[src/rtl/playbus_pkg.sv]
// Shared definitions for PlayBus masters: function codes, St encodings and
// the bus_sequencer state set.
package playbus_pkg;

  localparam logic [2:0] F_ROM2RAM = 3'd4;
  localparam logic [2:0] F_SW2RAM  = 3'd3;
  localparam logic [2:0] F_ROM2LED = 3'd6;
  localparam logic [2:0] F_RAM2LED = 3'd7;

  localparam logic [1:0] ST_IDLE      = 2'd0;
  localparam logic [1:0] ST_START_SRC = 2'd1;
  localparam logic [1:0] ST_DO_WRITE  = 2'd2;
  localparam logic [1:0] ST_END       = 2'd3;

  typedef enum logic [2:0] {
    S_IDLE,
    S_ARM,
    S_RELEASE,
    S_DWELL,
    S_ABORT
  } seq_state_e;

  // MODE selector to PlayBus function code.
  function automatic logic [2:0] mode_to_func(input logic [1:0] mode);
    logic [2:0] f;
    case (mode)
      2'd0:    f = F_ROM2RAM;
      2'd1:    f = F_SW2RAM;
      2'd2:    f = F_ROM2LED;
      default: f = F_RAM2LED;
    endcase
    return f;
  endfunction

endpackage

[src/rtl/start_sync.sv]
// START push-button synchroniser: two metastability flops, then a registered
// rising-edge detector giving a one-cycle start_pulse three edges after START.
module start_sync (
  input  logic CK2HZ,
  input  logic CLR,
  input  logic START,
  output logic start_pulse
);

  logic meta_q;
  logic sync_q;
  logic sync_prev_q;
  logic pulse_q;

  // Synchronise START and register its rising edge.
  always_ff @(posedge CK2HZ or posedge CLR) begin
    if (CLR) begin
      meta_q      <= 1'b0;
      sync_q      <= 1'b0;
      sync_prev_q <= 1'b0;
      pulse_q     <= 1'b0;
    end else begin
      meta_q      <= START;
      sync_q      <= meta_q;
      sync_prev_q <= sync_q;
      pulse_q     <= sync_q & ~sync_prev_q;
    end
  end

  assign start_pulse = pulse_q;

endmodule

[src/rtl/bus_sequencer.sv]
// PlayBus command sequencer: turns one START press into COUNT+1 dynamic
// transfers over consecutive addresses, paced by the controller's St outputs.
//
// state     | meaning
// ----------+------------------------------------------------------------
// S_IDLE    | waiting for start_pulse; DONE/ERR hold the last result
// S_ARM     | GO high, waiting for St==3 under the watchdog
// S_RELEASE | GO low, waiting for the controller to return to St==0
// S_DWELL   | HOLD-cycle gap before the next transfer's GO
// S_ABORT   | run cancelled, GO low, waiting for St==0 before idling
module bus_sequencer
  import playbus_pkg::*;
#(
  parameter int HOLD    = 2,
  parameter int TIMEOUT = 8
) (
  input  logic       CK2HZ,
  input  logic       CLR,
  input  logic       START,
  input  logic [1:0] MODE,
  input  logic [3:0] BASE,
  input  logic [3:0] COUNT,
  input  logic [1:0] St,
  output logic [3:0] ADD,
  output logic [2:0] FUNC,
  output logic       GO,
  output logic       BUSY,
  output logic       DONE,
  output logic       ERR
);

  // Watchdog holds 0..TIMEOUT-1; the edge that would reach TIMEOUT aborts.
  localparam int WD_W = (TIMEOUT > 1) ? $clog2(TIMEOUT) : 1;
  localparam logic [WD_W-1:0] WD_LAST = WD_W'((TIMEOUT > 0) ? TIMEOUT - 1 : 0);

  // Dwell down-counter loaded with HOLD-1; terminal count 0 re-arms GO.
  localparam int DW_W = (HOLD > 1) ? $clog2(HOLD) : 1;
  localparam logic [DW_W-1:0] DW_LOAD = DW_W'((HOLD > 0) ? HOLD - 1 : 0);

  logic            start_pulse;
  seq_state_e      state_q;
  logic [3:0]      add_q;
  logic [3:0]      rem_q;
  logic [2:0]      func_q;
  logic            go_q;
  logic            busy_q;
  logic            done_q;
  logic            err_q;
  logic [WD_W-1:0] wd_q;
  logic [DW_W-1:0] dwell_q;
  logic [3:0]      add_d;
  logic [3:0]      rem_d;

  start_sync u_start_sync (
    .CK2HZ       (CK2HZ),
    .CLR         (CLR),
    .START       (START),
    .start_pulse (start_pulse)
  );

  // Address and remaining count for the next transfer of the run.
  assign add_d = add_q + 4'd1;
  assign rem_d = rem_q - 4'd1;

  // Sequencer FSM with registered PlayBus outputs and status flags.
  always_ff @(posedge CK2HZ or posedge CLR) begin
    if (CLR) begin
      state_q <= S_IDLE;
      add_q   <= '0;
      rem_q   <= '0;
      func_q  <= '0;
      go_q    <= 1'b0;
      busy_q  <= 1'b0;
      done_q  <= 1'b0;
      err_q   <= 1'b0;
      wd_q    <= '0;
      dwell_q <= '0;
    end else begin
      case (state_q)
        S_IDLE: begin
          if (start_pulse) begin
            add_q   <= BASE;
            rem_q   <= COUNT;
            func_q  <= mode_to_func(MODE);
            done_q  <= 1'b0;
            err_q   <= 1'b0;
            busy_q  <= 1'b1;
            go_q    <= 1'b1;
            wd_q    <= '0;
            state_q <= S_ARM;
          end
        end
        S_ARM: begin
          // A late St==3 on the expiry edge still counts as success.
          if (start_pulse) begin
            go_q    <= 1'b0;
            state_q <= S_ABORT;
          end else if (St == ST_END) begin
            go_q    <= 1'b0;
            state_q <= S_RELEASE;
          end else if (wd_q == WD_LAST) begin
            go_q    <= 1'b0;
            err_q   <= 1'b1;
            state_q <= S_ABORT;
          end else begin
            wd_q <= wd_q + 1'b1;
          end
        end
        S_RELEASE: begin
          if (start_pulse) begin
            state_q <= S_ABORT;
          end else if (St == ST_IDLE) begin
            if (rem_q == '0) begin
              done_q  <= 1'b1;
              busy_q  <= 1'b0;
              state_q <= S_IDLE;
            end else if (HOLD == 0) begin
              add_q   <= add_d;
              rem_q   <= rem_d;
              go_q    <= 1'b1;
              wd_q    <= '0;
              state_q <= S_ARM;
            end else begin
              dwell_q <= DW_LOAD;
              state_q <= S_DWELL;
            end
          end
        end
        S_DWELL: begin
          if (start_pulse) begin
            state_q <= S_ABORT;
          end else if (dwell_q == '0) begin
            add_q   <= add_d;
            rem_q   <= rem_d;
            go_q    <= 1'b1;
            wd_q    <= '0;
            state_q <= S_ARM;
          end else begin
            dwell_q <= dwell_q - 1'b1;
          end
        end
        S_ABORT: begin
          go_q <= 1'b0;
          if (St == ST_IDLE) begin
            busy_q  <= 1'b0;
            state_q <= S_IDLE;
          end
        end
        default: begin
          go_q    <= 1'b0;
          busy_q  <= 1'b0;
          state_q <= S_IDLE;
        end
      endcase
    end
  end

  assign ADD  = add_q;
  assign FUNC = func_q;
  assign GO   = go_q;
  assign BUSY = busy_q;
  assign DONE = done_q;
  assign ERR  = err_q;

endmodule
[config.mk]
export PLATFORM = sky130hd
export DESIGN_NAME = bus_sequencer
export DESIGN_NICKNAME = d
export VERILOG_FILES = /design/src/rtl/playbus_pkg.sv /design/src/rtl/start_sync.sv /design/src/rtl/bus_sequencer.sv
export SDC_FILE = /design/constraint.sdc
export NUM_CORES = 1
export LEC_CHECK = 0
export ABC_CLOCK_PERIOD_IN_PS = 5010
export CORE_ASPECT_RATIO = 0.8
export CORE_UTILIZATION = 42
export DETAILED_ROUTE_END_ITERATION = 10
export PLACE_DENSITY_LB_ADDON = 0.05
export SYNTH_ARGS = -nofsm -noshare
export SYNTH_HDL_FRONTEND = slang
export SYNTH_SLANG_ARGS = --single-unit
export TNS_END_PERCENT = 20
[constraint.sdc]
create_clock -name CK2HZ -period 5.01 [get_ports CK2HZ]
set_input_delay 0.501 -clock CK2HZ [delete_from_list [all_inputs] [get_ports CK2HZ]]
set_output_delay 0.501 -clock CK2HZ [all_outputs]
set_load 0.05 [all_outputs]
==> results of run 1 <==
==> metrics by stage <==
stage | cell area [um^2] | setup WS (ns) | utilization | total power [mW]
6_report | 1780 | 2.94 | 0.557 | 1.00
3_5_place_dp | 1710 | 2.87 | 0.534 | 0.831
4_1_cts | 1780 | 2.94 | 0.557 | 1.01
3_3_place_gp | 1710 | 2.91 | 0.534 | 0.822
2_1_floorplan | 1470 | 3.30 | - | 0.700
5_1_grt | 1780 | 2.84 | 0.557 | 1.07
==> worst max-delay path, cell delays in order (launching register included) <==
cell and delay (ns):
dfrtp_1 0.80, nand3b_1 0.51, mux2_2 0.39, mux2_4 0.26
==> metal layers <==
layer | share of wire | global-route usage | vias to the layer above
met1 | 0.49 | 0.258 | 589
met2 | 0.47 | 0.273 | 24
li1 | - | - | 572
met4 | 0.0063 | 0.0417 | 0
met3 | 0.031 | 0.0500 | 2
met5 | 0 | 0 | -
==> report_power, final <==
part | internal, mW | total, mW | switching (mW)
sequential | 0.281 | 0.374 | 0.0933
combinational | 0.187 | 0.456 | 0.269
clock | 0.107 | 0.173 | 0.0658
total | 0.575 | 1.00 | 0.428
==> cells in the final DEF (no fill, tap or decap), types with 2 or more instances in the layout <==
| cell | instances |
|---|---|
| inv_1 | 19 |
| nand3b_1 | 2 |
| clkdlybuf4s50_1 | 25 |
| or3b_1 | 2 |
| mux2i_1 | 8 |
| o31ai_1 | 2 |
| ha_1 | 4 |
| a21oi_1 | 5 |
| nor4_1 | 2 |
| mux2_2 | 2 |
| o21ai_0 | 6 |
| a31oi_1 | 3 |
| nand2_1 | 4 |
| o22ai_1 | 6 |
| clkbuf_8 | 3 |
| nor2b_1 | 4 |
| or3_1 | 2 |
| a221oi_1 | 5 |
| nor2_1 | 8 |
| dfrtp_1 | 26 |
==> path summary, 6_finish.rpt <==
kind,startpoint,end,slack [ns],depth (start not counted)
hold / removal,u_start_sync.meta_q$_DFF_PP0_,u_start_sync.sync_q$_DFF_PP0_,0.37,0
hold reg to reg,u_start_sync.meta_q$_DFF_PP0_,u_start_sync.sync_q$_DFF_PP0_,0.37,0
max in group asynchronous,CLR,state_q[2]$_DFFE_PP0P_,3.66,2
min in group asynchronous,CLR,FUNC[1]$_DFFE_PP0P_,0.76,2
setup / recovery,state_q[2]$_DFFE_PP0P_,ADD[1]$_DFFE_PP0P_,2.94,3
setup reg to reg,state_q[2]$_DFFE_PP0P_,ADD[1]$_DFFE_PP0P_,2.94,3
==> registers in the layout, summed over array words and instances, names as in the netlist, 3 cells and up <==
register,count
ADD,4
rem_q,4
FUNC,3
state_q,3
wd_q,3
==> kinds of logic (layout without fill, tap and decap cells) <==
| group | Yosys count | count (layout) | synth area share |
|---|---|---|---|
| DFF | 26 | 26 | 0.444 |
| and+or+nand+nor | 35 | 35 | 0.149 |
| AOI/OAI and AO/OA | 41 | 41 | 0.205 |
| buffers and inverters | 29 | 48 | 0.0879 |
| muxes | 11 | 11 | 0.0802 |
| adders and majority gates | 4 | 4 | 0.0341 |
==> area by class of cell <==
type                            count  area share
Inverter                           19      0.0401
Clock inverter                      1      0.0169
Tap cell                           40      0.0281
Clock buffer                        3      0.0232
Sequential cell                    26       0.365
Timing Repair Buffer               25       0.141
Multi-Input combinational cell     91       0.386
==> impl_summary.md, run 1 <==
Timing
The summed negative setup slack over all endpoints is 0 ns. On the final layout, the worst hold slack is 0.372 ns. The portion of the clock cycle consumed by the worst path in the final layout is 0.413. The worst slew margin relative to its limit is 0.344. The highest clock frequency the design can meet is 0.483 GHz. The actual slew at the worst max-slew pin is 0.982 ns. The final hold violation count was 0. Setup repair after global routing left no endpoint under its margin. The clock skew after layout is 0.00290 ns.

The shortest clock period the worst path allows after layout is 2.07 ns. Setup violations remaining at the end of the flow were counted as 0. The total count of max-transition violations in the final report is 0.

Setup path
The worst setup path is of the reg -> reg kind. Of all nets on the critical path, the largest fanout is 21. The kind of launch point of the worst setup path is a flop. For the worst setup path, the data required time is 5.17 ns.

STA classifies the critical path endpoint as a flop. The data arrival at the endpoint of the critical path is 2.23 ns.

Job
Max-cap violations in this run came to 0.

Pwr
For this design the static power due to leakage is 0.790 nW. Power spread over the standard cell area amounts to 563 nW/um^2. The maximum VDD drop is 0.253 mV.

Floorplanning
From left edge to right edge, the die measures 68.1 um. Measured along the y axis, the die boundary spans 54.9 um. The top-level I/O count is 26. The core area is 3200 um^2. The floorplan step defined a die boundary enclosing 3730 um^2.

The cell row count is 18. The initial standard-cell utilization of the core is 0.459.

Global route
The sum of overflow across all layers after global routing is 0. The initial antenna violation count was 0. The via count of the first global-routing pass came to 1025. The wire length of the first global-routing pass is 4.90 mm.

The total track usage is 0.182. Entering global routing, the biggest net connects 27 pins.

Clocking
TritonCTS built the clock tree. The total of cells resized after clock tree synthesis is 0. No sink is reached through more buffers than the 2 on the longest clock path. At the later pin of the worst-skew pair, clock insertion delay measures 0.27 ns. In this run the number of H-tree levels came out at 1. The root cell of the clock tree is clkbuf_8.

Clock-pin slew was measured on the worst setup and hold paths at 0.09 ns. The sink count of the clock tree is 26. The number of clock buffers added by TritonCTS is 3. The post-CTS setup repair buffer count is 0. The count of hold buffers inserted by post-cts repair is 0.

Synthesis
The post-synthesis net count is 165. A synthesized cell averages 10.0 um^2. The mapped netlist covers 1470 um^2.

The library cell with the highest instance count after synthesis is dfrtp_1. Among all flip-flop cells after synthesis, the most frequent one is dfrtp_1. Counting flops with an async set or reset pin after synthesis yields a share of 1.00. The sequential share of the synthesized area is 0.444.

Sorting the synthesized cells by area gives the leading types as dfrtp_1 44%, mux2i_1 5.5%, inv_1 4.9%. Synthesis instantiated 47 different standard cells from the library. Yosys printed 0 warnings. The number of enable-type register cells in the synthesized netlist is 0.

After technology mapping, the gate count stands at 146. The commonest cells after synthesis are 26 x dfrtp_1, 19 x inv_1, 8 x mux2i_1, 8 x nor2_1. The share of synthesized area in the top cell type comes to 0.444. The synthesized design spends more area on one cell type than any other, namely dfrtp_1. The total of flip-flops plus latches after synthesis is 26.

Finish
For this run, the number of standard cells in the final layout without fillers is 205. The number of inserted diodes is 0. The share of post-route cells with drive strength above 1 is 0.0606. The total area of multi-input combinational cells is 687 um^2. The sequential cells in the finished layout cover a total of 651 um^2. The filler cells instantiated in the layout total 281. After the last flow step, the layout net total stands at 185. The layout-stage area growth over the synthesis result is 21.4%.

Route
After detailed routing, the number of remaining DRC violations is 0. The average wire per cell in the routed design is 14.8 um. The number of vias in the routed layout is 1187. In this run the remaining antenna-violating nets after routing total 0. The first detailed-routing pass took 4 iterations. The routed wire length is 3.03 mm. For this block, the initial DRC count from the detailed router was 78.

The via-per-instance ratio is 5.79.

Place
The global placement routability congestion is 0.844. During placement, the flow inserted port buffers numbering 25. Detailed placement finished with a half-perimeter wire length of 2.17 mm. The number of cells in the design after placement is 201.

Outcome
The flow ran to the end, and the final reports show no timing, DRC or antenna violations.

Worst hold path
The class of the worst hold path is reg -> reg.
(Power assumes the default switching activity.)
==> inputs of run 2 (changes only) <==
--- a/config.mk
+++ b/config.mk
@@ -5,7 +5,7 @@
 export SDC_FILE = /design/constraint.sdc
 export NUM_CORES = 1
 export LEC_CHECK = 0
-export ABC_CLOCK_PERIOD_IN_PS = 5010
+export ABC_CLOCK_PERIOD_IN_PS = 1800
 export CORE_ASPECT_RATIO = 0.8
 export CORE_UTILIZATION = 42
 export DETAILED_ROUTE_END_ITERATION = 10
==> constraint.sdc (replaced) <==
create_clock -name CK2HZ -period 1.8 [get_ports CK2HZ]
set_input_delay 0.18 -clock CK2HZ [delete_from_list [all_inputs] [get_ports CK2HZ]]
set_output_delay 0.18 -clock CK2HZ [all_outputs]
set_load 0.05 [all_outputs]
==> run 2 against run 1 <==
Effect of this change:
- die area unchanged
- critical path depth up 2
- routed wire length up 11%
- power rose to 2.8 times the previous value
- register-to-register slack worse by 2.9 ns
- maximum frequency up 20%
- utilization up 2.9 points
- sequential cell count unchanged
- sequential power rose to 2.6 times the previous value
- global-route usage up 1.4 points
- cell area up 5.3%
- clock power up 120%
==> impl_summary.md, run 2 (synthesis gave the netlist of run 1 again) <==
Clocking
The count of hold buffers inserted by post-cts repair is 0. The clock tree from TritonCTS is yes. The clock slew at the register clock pins of the worst setup and hold paths is 0.09 ns.

The tree is rooted in a clkbuf_8. Counting along the longest clock path gives a buffer depth of 2. CTS built an H-tree with a depth of 1. The clock network latency to the later pin of the worst-skew pair is 0.27 ns. TritonCTS created 3 clock buffers. The sink count of the clock tree is 26.

Global route
Entering global routing, the biggest net connects 27 pins. The sum of overflow across all layers after global routing is 0. Across every metal layer, demand over resource in global routing totals 0.196. The met3 global-route usage is 0.0521. The global routing stage identified its most utilized layer as met2.

The met2 routing resource usage after global routing is 0.315. For this run, global-route usage on met1 was measured as 0.269. The wire length of the first global-routing pass is 5.26 mm.

The initial antenna violation count came to 0. The via count of the first global-routing pass is 1131.

Finish
The area growth from synthesis to layout is 27.8%. The library cells used most frequently in the layout, excluding fill and tap cells, are 26 x dfrtp_1, 25 x clkdlybuf4s50_1, 17 x inv_1, 14 x buf_4. The total area of multi-input combinational cells is 692 um^2. 0 antenna diodes ended up in the layout.

Of the cells placed in the final design, the portion with a size suffix greater than 1 is 0.156. The most common cell after layout, fill and taps aside is dfrtp_1. The post-layout net count is 199.

The number of filler instances in the final layout is 281. The utilization of the core after routing is 0.586. Summing all flip-flop and latch instances after layout gives 651 um^2.

Route
For this run, design rule violations remaining after detail routing come to 0. The number of search-and-repair iterations in the first detailed-routing pass is 5. The starting DRC count in detailed routing is 79. Across all layers, the routed design uses 1214 vias. The via-per-instance ratio is 5.54. The count of nets left with antenna violations after detail routing is 0. The average wire per cell in the routed design is 15.3 um. The routed wire length is 3.35 mm.

Timing
At the pin with the least slew margin, the transition time is 0.497 ns. The shortest clock period the worst path allows after layout is 1.73 ns. For the final routed database, the setup TNS stands at 0 ns.

The highest clock frequency the design can meet is 0.579 GHz. The final hold violation count is 0. Setup repair after global routing left no endpoint under its margin.

The total count of max-transition violations in the final report is 0. Setup violations remaining at the end of the flow were counted as 0. Measured against its own limit, the worst slew margin works out to 0.668. The tightest hold path in the finished design has a slack of 0.259 ns. Dividing the final minimum period by the clock period gives 0.960. The clock arrives with 0.00752 ns of skew.

Floorplanning
The core area is 3200 um^2. In this run the count of I/O pins placed on the die edge is 26. The cell row count is 18. The die outline width is 68.1 um. The initial standard-cell utilization of the core is 0.459. The floorplan step set the die height to 54.9 um. The die outline area is 3730 um^2.

Job
The max capacitance violation total is 0.

Setup path
The setup path with the least slack is of type reg -> reg. The worst setup path is captured at a flop. The required time at the endpoint of the critical path is 1.96 ns. The data arrival at the endpoint of the critical path is 1.88 ns.

The worst setup path is launched from a flop. In this run the worst path has a maximum fanout of 3.

Place
The count of buffers added on input and output ports is 25. Once detailed placement completed, the half-perimeter wirelength came to 2.47 mm. At the end of routability-driven placement, the weighted congestion stood at 0.786.

Worst hold path
In this run the worst hold path is classified as in -> async.

Pwr
For this design the static power due to leakage is 0.849 nW. The total power density per cell area is 1510 nW/um^2. The maximum VDD drop is 0.826 mV.

Outcome
The flow ran to the end, and the final reports show no timing, DRC or antenna violations.
## run 2: layer usage
| layer | vias up | part of all wire |
|---|---|---|
| li1 | 597 | - |
| met1 | 583 | 0.49 |
| met2 | 32 | 0.46 |
| met3 | 2 | 0.048 |
| met4 | 0 | 0.0048 |
| met5 | - | 0 |
## run 2: area by class of cell
class | instances | area share
multi-input cells | 91 | 0.369
repair buffers | 39 | 0.190
clock buffers | 4 | 0.0294
flip-flops and latches | 26 | 0.347
inverters | 19 | 0.0381
well taps | 40 | 0.0267
## run 2: what timing repair did
| action | CTS | global route |
|---|---|---|
| setup endpoints to repair | 0 | 1 |
| resized for setup | 0 | 4 |
| buffers inserted | 0 | 1 |
## run 2: per-stage QoR
stage          power (mW)  std cells  setup slack (ns)  cell area (um^2)
3_3_place_gp         2.38        214            0.0805              1810
5_1_grt              3.02        219           0.00744              1870
6_report             2.82        219            0.0721              1870
3_5_place_dp         2.42        214            0.0222              1810
2_1_floorplan        1.95        146            0.0947              1470
4_1_cts              2.81        218           0.00167              1860
## run 2: worst paths after layout
check	cells after the start	endpoint	slack [ns]	from
worst min register to register	0	u_start_sync.sync_q$_DFF_PP0_	0.36	u_start_sync.meta_q$_DFF_PP0_
worst max register to register	5	BUSY$_DFFE_PP0P_	0.07	rem_q[1]$_DFFE_PP0P_
worst max-delay path	5	BUSY$_DFFE_PP0P_	0.07	rem_q[1]$_DFFE_PP0P_
worst min-delay path	3	BUSY$_DFFE_PP0P_	0.26	CLR
min in group CK2HZ	1	u_start_sync.meta_q$_DFF_PP0_	0.35	START
max in group asynchronous	3	ADD[2]$_DFFE_PP0P_	1.28	CLR
## run 2: critical path, stage by stage (launching register included)
cell,delay (ns)
dfrtp_1,0.41
inv_2,0.07
ha_2,0.17
or3b_4,0.38
o311a_1,0.30
a311o_1,0.28
## run 2: where the power goes
part	leakage, nW	total, mW	internal (mW)	switching (mW)
logic	0.506	1.47	0.616	0.858
clock network	0.0288	0.372	0.195	0.177
registers	0.314	0.976	0.784	0.191
